File: src/rtl/lsab_pkg.sv
// Shared types and constants for the host-side LSAB channel: FSM states,
// field widths and the bit positions inside the CPU-visible status byte.
package lsab_pkg;

  localparam int DATA_W = 32;
  localparam int LEN_W  = 24;
  localparam int TURN_W = 2;
  localparam int ANC_W  = 25;

  typedef enum logic [1:0] {
    ST_IDLE,
    ST_ARM,
    ST_XFER,
    ST_DONE
  } ph_state_t;

  localparam int STS_BUSY     = 7;
  localparam int STS_DONE     = 6;
  localparam int STS_ERR      = 5;
  localparam int STS_OVF      = 4;
  localparam int STS_UNF      = 3;
  localparam int STS_IRQ      = 2;
  localparam int STS_TX_EMPTY = 1;
  localparam int STS_RX_EMPTY = 0;

endpackage

File: src/rtl/lsab_host_channel_if.sv
// Device-facing LSAB channel bus. The host drives turns, phase control and
// read data; the device drives strobes, write data, interrupt and error.
interface lsab_host_channel_if;
  import lsab_pkg::*;

  logic [TURN_W-1:0] turn_cr;
  logic [TURN_W-1:0] turn_cw;
  logic [DATA_W-1:0] data_cr;
  logic              write_cr;
  logic [ANC_W-1:0]  ancill_cr;
  logic              int_cr;
  logic              read_cw;
  logic [DATA_W-1:0] data_cw;
  logic              err_cw;
  logic              errack_cw;
  logic [LEN_W-1:0]  ph_len;
  logic              ph_dir;
  logic              ph_enstb;

  modport master (
    output turn_cr, turn_cw, data_cw, errack_cw, ph_len, ph_dir, ph_enstb,
    input  data_cr, write_cr, ancill_cr, int_cr, read_cw, err_cw
  );

  modport slave (
    input  turn_cr, turn_cw, data_cw, errack_cw, ph_len, ph_dir, ph_enstb,
    output data_cr, write_cr, ancill_cr, int_cr, read_cw, err_cw
  );

endinterface

File: src/rtl/lsab_sync_fifo.sv
// Single-clock FIFO with a registered head word (0 while empty) and a
// synchronous flush. A push into a full FIFO or a pop from an empty one is ignored.
module lsab_sync_fifo #(
  parameter int DATA_W     = 32,
  parameter int DEPTH_LOG2 = 4
) (
  input  logic              CLK_n,
  input  logic              RST,
  input  logic              flush,
  input  logic              push,
  input  logic [DATA_W-1:0] wdata,
  input  logic              pop,
  output logic              full,
  output logic              empty,
  output logic [DATA_W-1:0] head
);

  localparam int DEPTH = 1 << DEPTH_LOG2;
  localparam logic [DEPTH_LOG2:0] FULL_CNT = {1'b1, {DEPTH_LOG2{1'b0}}};

  logic [DATA_W-1:0]     mem [DEPTH];
  logic [DEPTH_LOG2-1:0] wPtr;
  logic [DEPTH_LOG2-1:0] rPtr;
  logic [DEPTH_LOG2-1:0] rPtrNext;
  logic [DEPTH_LOG2:0]   count;
  logic [DEPTH_LOG2:0]   countNext;
  logic                  doPush;
  logic                  doPop;

  assign full     = (count == FULL_CNT);
  assign empty    = (count == '0);
  assign doPush   = push && !full;
  assign doPop    = pop && !empty;
  assign rPtrNext = doPop ? rPtr + DEPTH_LOG2'(1) : rPtr;

  always_comb begin
    countNext = count;
    if (doPush && !doPop) countNext = count + (DEPTH_LOG2 + 1)'(1);
    if (!doPush && doPop) countNext = count - (DEPTH_LOG2 + 1)'(1);
  end

  always_ff @(posedge CLK_n) begin
    if (doPush) mem[wPtr] <= wdata;
  end

  // Head is precomputed for the next cycle; a word pushed into the slot that
  // becomes the head has not reached mem yet, so it is forwarded from wdata.
  always_ff @(posedge CLK_n) begin
    if (!RST || flush) begin
      wPtr  <= '0;
      rPtr  <= '0;
      count <= '0;
      head  <= '0;
    end else begin
      if (doPush) wPtr <= wPtr + DEPTH_LOG2'(1);
      rPtr  <= rPtrNext;
      count <= countNext;
      if (countNext == '0)
        head <= '0;
      else if (doPush && (rPtrNext == wPtr))
        head <= wdata;
      else
        head <= mem[rPtrNext];
    end
  end

endmodule

File: src/rtl/lsab_host_channel.sv
// Host end of one LSAB peripheral channel: turn counters, phase FSM, and
// RX/TX FIFOs between the CPU register side and the device.
module lsab_host_channel
  import lsab_pkg::*;
#(
  parameter int CHAN_ID    = 0,
  parameter int DEPTH_LOG2 = 4
) (
  input  logic               CLK_n,
  input  logic               RST,
  input  logic               cpu_push,
  input  logic [DATA_W-1:0]  cpu_wdata,
  input  logic               cpu_pop,
  output logic [DATA_W-1:0]  cpu_rdata,
  input  logic               cpu_start,
  input  logic [LEN_W-1:0]   cpu_len,
  input  logic               cpu_dir,
  output logic [7:0]         status,
  output logic [ANC_W-1:0]   irq_ancill,
  lsab_host_channel_if.master bus
);

  localparam logic [TURN_W-1:0] SLOT = TURN_W'(CHAN_ID);

  ph_state_t         state;
  logic [TURN_W-1:0] turnCr;
  logic [TURN_W-1:0] turnCw;
  logic [LEN_W-1:0]  phLen;
  logic              phDir;
  logic              enStb;
  logic              errAck;
  logic              errPrev;
  logic              doneF, errF, ovfF, unfF, irqF;
  logic              rxFull, rxEmpty, txFull, txEmpty;
  logic              wrOk, rdOk, rxOvf, txUnf, countOk, startOk;

  always_ff @(posedge CLK_n) begin
    if (!RST) turnCr <= '0;
    else      turnCr <= turnCr + TURN_W'(1);
  end

  // turn_cw is turn_cr delayed by one, which is the same as one behind it.
  assign turnCw = turnCr - TURN_W'(1);

  assign wrOk    = bus.write_cr && (turnCr == SLOT);
  assign rdOk    = bus.read_cw && (turnCw == SLOT);
  assign rxOvf   = wrOk && rxFull;
  assign txUnf   = rdOk && txEmpty;
  assign startOk = cpu_start && (state == ST_IDLE) && !bus.err_cw;
  assign countOk = (state == ST_XFER) &&
                   (phDir ? (rdOk && !txEmpty) : (wrOk && !rxFull));

  lsab_sync_fifo #(.DATA_W(DATA_W), .DEPTH_LOG2(DEPTH_LOG2)) rxFifo (
    .CLK_n (CLK_n),
    .RST   (RST),
    .flush (1'b0),
    .push  (wrOk),
    .wdata (bus.data_cr),
    .pop   (cpu_pop),
    .full  (rxFull),
    .empty (rxEmpty),
    .head  (cpu_rdata)
  );

  lsab_sync_fifo #(.DATA_W(DATA_W), .DEPTH_LOG2(DEPTH_LOG2)) txFifo (
    .CLK_n (CLK_n),
    .RST   (RST),
    .flush (bus.err_cw),
    .push  (cpu_push),
    .wdata (cpu_wdata),
    .pop   (rdOk),
    .full  (txFull),
    .empty (txEmpty),
    .head  (bus.data_cw)
  );

  always_ff @(posedge CLK_n) begin
    if (!RST) begin
      state      <= ST_IDLE;
      phLen      <= '0;
      phDir      <= 1'b0;
      enStb      <= 1'b0;
      errAck     <= 1'b0;
      errPrev    <= 1'b0;
      doneF      <= 1'b0;
      errF       <= 1'b0;
      ovfF       <= 1'b0;
      unfF       <= 1'b0;
      irqF       <= 1'b0;
      irq_ancill <= '0;
    end else begin
      // errack answers only the rising edge of err_cw.
      errPrev <= bus.err_cw;
      errAck  <= bus.err_cw && !errPrev;
      errF    <= (errF && !startOk) || bus.err_cw;
      ovfF    <= (ovfF && !startOk) || rxOvf;
      unfF    <= (unfF && !startOk) || txUnf;
      irqF    <= (irqF && !startOk) || bus.int_cr;
      if (bus.int_cr) irq_ancill <= bus.ancill_cr;
      enStb <= 1'b0;

      if (bus.err_cw) begin
        state <= ST_IDLE;
        phLen <= '0;
      end else begin
        case (state)
          ST_IDLE: begin
            if (startOk) begin
              doneF <= 1'b0;
              phDir <= cpu_dir;
              if (cpu_len != '0) begin
                phLen <= cpu_len;
                enStb <= 1'b1;
                state <= ST_ARM;
              end else begin
                doneF <= 1'b1;
                state <= ST_DONE;
              end
            end
          end
          ST_ARM:  state <= ST_XFER;
          ST_XFER: begin
            if (countOk) begin
              phLen <= phLen - LEN_W'(1);
              if (phLen == LEN_W'(1)) begin
                doneF <= 1'b1;
                state <= ST_DONE;
              end
            end
          end
          ST_DONE: state <= ST_IDLE;
          default: state <= ST_IDLE;
        endcase
      end
    end
  end

  assign bus.turn_cr   = turnCr;
  assign bus.turn_cw   = turnCw;
  assign bus.errack_cw = errAck;
  assign bus.ph_len    = phLen;
  assign bus.ph_dir    = phDir;
  assign bus.ph_enstb  = enStb;

  always_comb begin
    status               = '0;
    status[STS_BUSY]     = (state != ST_IDLE);
    status[STS_DONE]     = doneF;
    status[STS_ERR]      = errF;
    status[STS_OVF]      = ovfF;
    status[STS_UNF]      = unfF;
    status[STS_IRQ]      = irqF;
    status[STS_TX_EMPTY] = txEmpty;
    status[STS_RX_EMPTY] = rxEmpty;
  end

endmodule

File: src/flat_wrapper.sv
// flat-port wrapper written by rule: the top's interface ports become plain ports
module lsab_host_channel_flat import lsab_pkg::*;
#(
  parameter int CHAN_ID    = 0,
  parameter int DEPTH_LOG2 = 4
)
  (CLK_n, RST, cpu_push, cpu_wdata, cpu_pop, cpu_rdata, cpu_start, cpu_len, cpu_dir, status, irq_ancill, bus_turn_cr, bus_turn_cw, bus_data_cw, bus_errack_cw, bus_ph_len, bus_ph_dir, bus_ph_enstb, bus_data_cr, bus_write_cr, bus_ancill_cr, bus_int_cr, bus_read_cw, bus_err_cw);
  lsab_host_channel_if bus_i ();
  input  logic CLK_n;
  input  logic RST;
  input  logic cpu_push;
  input  logic [DATA_W-1:0] cpu_wdata;
  input  logic cpu_pop;
  output logic [DATA_W-1:0] cpu_rdata;
  input  logic cpu_start;
  input  logic [LEN_W-1:0] cpu_len;
  input  logic cpu_dir;
  output logic [7:0] status;
  output logic [ANC_W-1:0] irq_ancill;
  output wire logic [$bits(bus_i.turn_cr)-1:0] bus_turn_cr;
  output wire logic [$bits(bus_i.turn_cw)-1:0] bus_turn_cw;
  output wire logic [$bits(bus_i.data_cw)-1:0] bus_data_cw;
  output wire logic [$bits(bus_i.errack_cw)-1:0] bus_errack_cw;
  output wire logic [$bits(bus_i.ph_len)-1:0] bus_ph_len;
  output wire logic [$bits(bus_i.ph_dir)-1:0] bus_ph_dir;
  output wire logic [$bits(bus_i.ph_enstb)-1:0] bus_ph_enstb;
  input wire logic [$bits(bus_i.data_cr)-1:0] bus_data_cr;
  input wire logic [$bits(bus_i.write_cr)-1:0] bus_write_cr;
  input wire logic [$bits(bus_i.ancill_cr)-1:0] bus_ancill_cr;
  input wire logic [$bits(bus_i.int_cr)-1:0] bus_int_cr;
  input wire logic [$bits(bus_i.read_cw)-1:0] bus_read_cw;
  input wire logic [$bits(bus_i.err_cw)-1:0] bus_err_cw;
  assign bus_turn_cr = bus_i.turn_cr;
  assign bus_turn_cw = bus_i.turn_cw;
  assign bus_data_cw = bus_i.data_cw;
  assign bus_errack_cw = bus_i.errack_cw;
  assign bus_ph_len = bus_i.ph_len;
  assign bus_ph_dir = bus_i.ph_dir;
  assign bus_ph_enstb = bus_i.ph_enstb;
  assign bus_i.data_cr = bus_data_cr;
  assign bus_i.write_cr = bus_write_cr;
  assign bus_i.ancill_cr = bus_ancill_cr;
  assign bus_i.int_cr = bus_int_cr;
  assign bus_i.read_cw = bus_read_cw;
  assign bus_i.err_cw = bus_err_cw;
  lsab_host_channel #(.CHAN_ID(CHAN_ID), .DEPTH_LOG2(DEPTH_LOG2)) u_core (.CLK_n(CLK_n), .RST(RST), .cpu_push(cpu_push), .cpu_wdata(cpu_wdata), .cpu_pop(cpu_pop), .cpu_rdata(cpu_rdata), .cpu_start(cpu_start), .cpu_len(cpu_len), .cpu_dir(cpu_dir), .status(status), .irq_ancill(irq_ancill), .bus(bus_i));
endmodule
File: config.mk
export PLATFORM = sky130hd
export DESIGN_NAME = lsab_host_channel_flat
export DESIGN_NICKNAME = d
export VERILOG_FILES = /design/src/rtl/lsab_pkg.sv /design/src/rtl/lsab_host_channel_if.sv /design/src/rtl/lsab_sync_fifo.sv /design/src/rtl/lsab_host_channel.sv /design/src/flat_wrapper.sv
export SDC_FILE = /design/constraint.sdc
export NUM_CORES = 1
export LEC_CHECK = 0
export CORE_MARGIN = 5
export CORE_UTILIZATION = 39
export CTS_CLUSTER_SIZE = 24
export DETAILED_ROUTE_END_ITERATION = 12
export GPL_TIMING_DRIVEN = 0
export PLACE_DENSITY = 0.66
export SLEW_MARGIN = 20
export SYNTH_ARGS = -nofsm -noshare
export SYNTH_HDL_FRONTEND = slang
export SYNTH_SLANG_ARGS = --single-unit
export TNS_END_PERCENT = 50
File: constraint.sdc
create_clock -name CLK_n -period 9.4 [get_ports CLK_n]
set_clock_uncertainty 0.05 [all_clocks]
set_input_delay 1.41 -clock CLK_n [delete_from_list [all_inputs] [get_ports CLK_n]]
set_output_delay 1.41 -clock CLK_n [all_outputs]
set_load 0.01 [all_outputs]
==> impl_metrics.env <==
export IMPL_cp_start_kind="input port"
export IMPL_crit_fanout=10
export IMPL_ys_ff_latch=1176
export IMPL_ir_drop_mv=0.146
export IMPL_power_density_nw_per_um2=223
export IMPL_path_cells="clkdlybuf4s50_1, clkbuf_1, nand4_1, o22ai_1, clkbuf_1, o221ai_1, o22ai_1, or4_1, a21oi_2"
export IMPL_fin_crit_sh=0.494
export IMPL_crit_family="buffers and inverters"
export IMPL_syn_to_final_growth_pct=19.1
export IMPL_fp_dieW_um=382
export IMPL_clk_path_buf_depth=3
export IMPL_hold_violations=0
export IMPL_cts_sinks=1176
export IMPL_grt_ovfl_total=0
export IMPL_worstHoldPathType="reg -> reg"
export IMPL_synth_net_count=3680
export IMPL_num_vias=35400
export IMPL_cts_resized_gates=0
export IMPL_avgSynthCellArea_um2=15.3
export IMPL_instances_no_fill=5887
export IMPL_die_y_um=382
export IMPL_vias_per_cell=6.01
export IMPL_drive_gt1_frac=0.181
export IMPL_worst_slew_pin_slew_ps=1200
export IMPL_floorplan_initialDensity=0.392
export IMPL_drt_first_pass_iters=6
export IMPL_fmax_mhz=215
export IMPL_port_buffers=249
export IMPL_n_fill_cell=11900
export IMPL_cp_required_ps=9970
export IMPL_rows=136
export IMPL_cp_slowest_cell="o22ai_1"
export IMPL_dp_cells=5640
export IMPL_synthDistinctLibCells=82
export IMPL_cts_setup_buffers=0
export IMPL_yosysWarnings=0
export IMPL_grt_pass1_vias=35700
export IMPL_status="completed"
export IMPL_antenna_found_initial=9
export IMPL_cap_viol_max_count=0
export IMPL_die_area_um2=146000
export IMPL_crit_arrival_ps=5220
export IMPL_htreeDepth=4
export IMPL_num_io_pins=251
export IMPL_synth_ff_type="edfxtp_1"
export IMPL_drcViolationCount=0
export IMPL_power_mw=14.3
export IMPL_final_area_um2=64200
export IMPL_crit_type="in -> reg"
export IMPL_min_period_ps=4640
export IMPL_routed_wl_um=159000
export IMPL_max_stage_delay_ps=850
export IMPL_yosysTopAreaCell="edfxtp_1"
export IMPL_cts_tree="yes"
export IMPL_finalHoldWorstSlack_ps=336
export IMPL_grt_start_max_net_pins=24
export IMPL_synthCells=3536
export IMPL_ctsHoldBuffers=0
export IMPL_async_flop_share=0
export IMPL_cp_num_buf_inv=3
export IMPL_max_slew_margin=0.199
export IMPL_syn_area_um2=53900
export IMPL_synth_top_cells_by_area="edfxtp_1 57%, mux4_2 8.9%, mux2i_1 8.1%"
export IMPL_clock_latency_ps=780
export IMPL_rsz0062_at_grt="false"
export IMPL_critPathCaptureType="register"
export IMPL_grt_pass1_wl_um=232000
export IMPL_grtUsageTotal=0.212
export IMPL_tns_ps=0
export IMPL_setup_viol=0
export IMPL_cts_made_buffers=132
export IMPL_drt_iter0_markers=3443
export IMPL_placed_area_um2=59700
export IMPL_drt_wirelength_per_cell_um=27.0
export IMPL_synth_edf_count=1024
export IMPL_yosysTopAreaCellShare=0.570
export IMPL_p_leak_nw=20.1
export IMPL_fp_coreArea_um2=137000
export IMPL_slew_viol_final=0
export IMPL_gp_congestion=0.892
export IMPL_ys_seq_area_frac=0.627
export IMPL_clk_pin_slew_worst_paths_ps=60
export IMPL_dp_hpwl_um=111000
export IMPL_clockRootBuffer="clkbuf_16"
export IMPL_final_nets=4126
export IMPL_ant_nets=0
## registers in the layout, summed over array words and instances, names as in the netlist, 2 cells and up
signal               flops
u_core.txFifo.wPtr       4
u_core.txFifo.mem      512
u_core.txFifo.count      5
u_core.rxFifo.mem      512
u_core.rxFifo.wPtr       4
u_core.bus.turn_cr       2
u_core.state             2
u_core.rxFifo.count      5
u_core.bus.ph_len       24
u_core.irq_ancill       25
u_core.rxFifo.rPtr       4
u_core.rxFifo.head      32
u_core.txFifo.rPtr       4
u_core.txFifo.head      32
## worst register-to-register path, stage by stage (launching register included)
cell and delay, ps:
dfxtp_1 370, inv_1 100, ha_1 210, or4b_1 440, buf_2 180, inv_2 110
nor2_1 130, nor3_1 450, a41oi_1 240, xnor2_1 210, o41ai_4 870, clkbuf_1 580
a21oi_1 300
## synthesized netlist by cell type (13+ instances only)
cell,number
ha_1,21
nor2b_1,52
nor4_1,14
a32oi_1,136
a21oi_1,69
o22a_1,39
mux2i_1,436
inv_1,25
and2_1,17
xnor2_1,18
o221ai_1,77
o21ai_0,21
dfxtp_1,152
a221o_1,40
a22oi_1,34
or4_1,24
mux2_2,68
buf_1,32
mux4_2,214
buf_4,13
or3_1,13
a21oi_2,30
a221oi_1,26
edfxtp_1,1024
nand2_2,30
nand4_1,42
o22ai_1,77
o211ai_1,49
clkbuf_1,186
nor3_1,32
nand2_1,248
buf_2,58
nor2_1,85
## per-stage QoR
step | util | setup WS [ps]
final | 0.467 | 4760
after detailed placement | 0.434 | 4080
after floorplan | - | 4480
after global placement | 0.427 | 991
after CTS | 0.467 | 4870
after global routing | 0.467 | 4660
## layer usage
metal	wire, um	GRT usage	part of all wire	vias up
li1	-	-	-	15300
met1	61500	0.271	0.39	17900
met2	76800	0.354	0.48	1803
met3	14400	0.0453	0.091	327
met4	5910	0.0820	0.037	6
met5	41	0	0.00026	-
## cell type report
class	instances	area, um2	area share
Sequential cell	1176	33800	0.526
Multi-Input combinational cell	2039	19000	0.296
Clock buffer	170	3580	0.0557
Timing Repair Buffer	312	3350	0.0522
Tap cell	1794	2240	0.0350
Buffer	294	1300	0.0203
Clock inverter	72	861	0.0134
Inverter	27	104	0.00162
Antenna cell	3	7.51	0.000117
## path summary, 6_finish.rpt
path                                        startpoint                      to  slack [ps]  depth (start not counted)
worst max-delay path                           cpu_pop  u_core.rxFifo.head[25]        4760                          9
worst min-delay path                    u_core.errPrev    u_core.bus.errack_cw         340                          1
worst max register to register  u_core.txFifo.count[0]  u_core.txFifo.head[20]        4940                         12
worst min register to register          u_core.errPrev    u_core.bus.errack_cw         340                          1
## kinds of logic after synthesis
logic type      count (synthesis)  synth area share
simple gates                  598            0.0549
compound gates                673            0.0983
mux                           718             0.184
buf+inv                       321            0.0258
fa+ha+maj                      21           0.00487
xor+xnor                       29           0.00499
flops                        1176             0.627
## power by group
part | internal (mW) | switching (mW)
clock network | 2.94 | 2.23
logic | 1.21 | 2.12
registers | 5.78 | 0.0558
## layout by cell type (no fill, tap or decap), drive strengths merged, types with 26 or more instances in the layout
cell type	n
a221oi	26
clkbuf	359
clkdlybuf4s50	249
nand4	42
nor2b	53
o221ai	77
a221o	40
mux2i	436
a21oi	99
nand2	279
o21ai	26
mux4	214
edfxtp	1024
clkinv	54
dfxtp	152
nor3	32
buf	168
mux2	68
o22ai	78
a22oi	36
inv	32
o211ai	49
a32oi	136
nor2	86
o22a	39
Power figures use the tool's default switching activity.
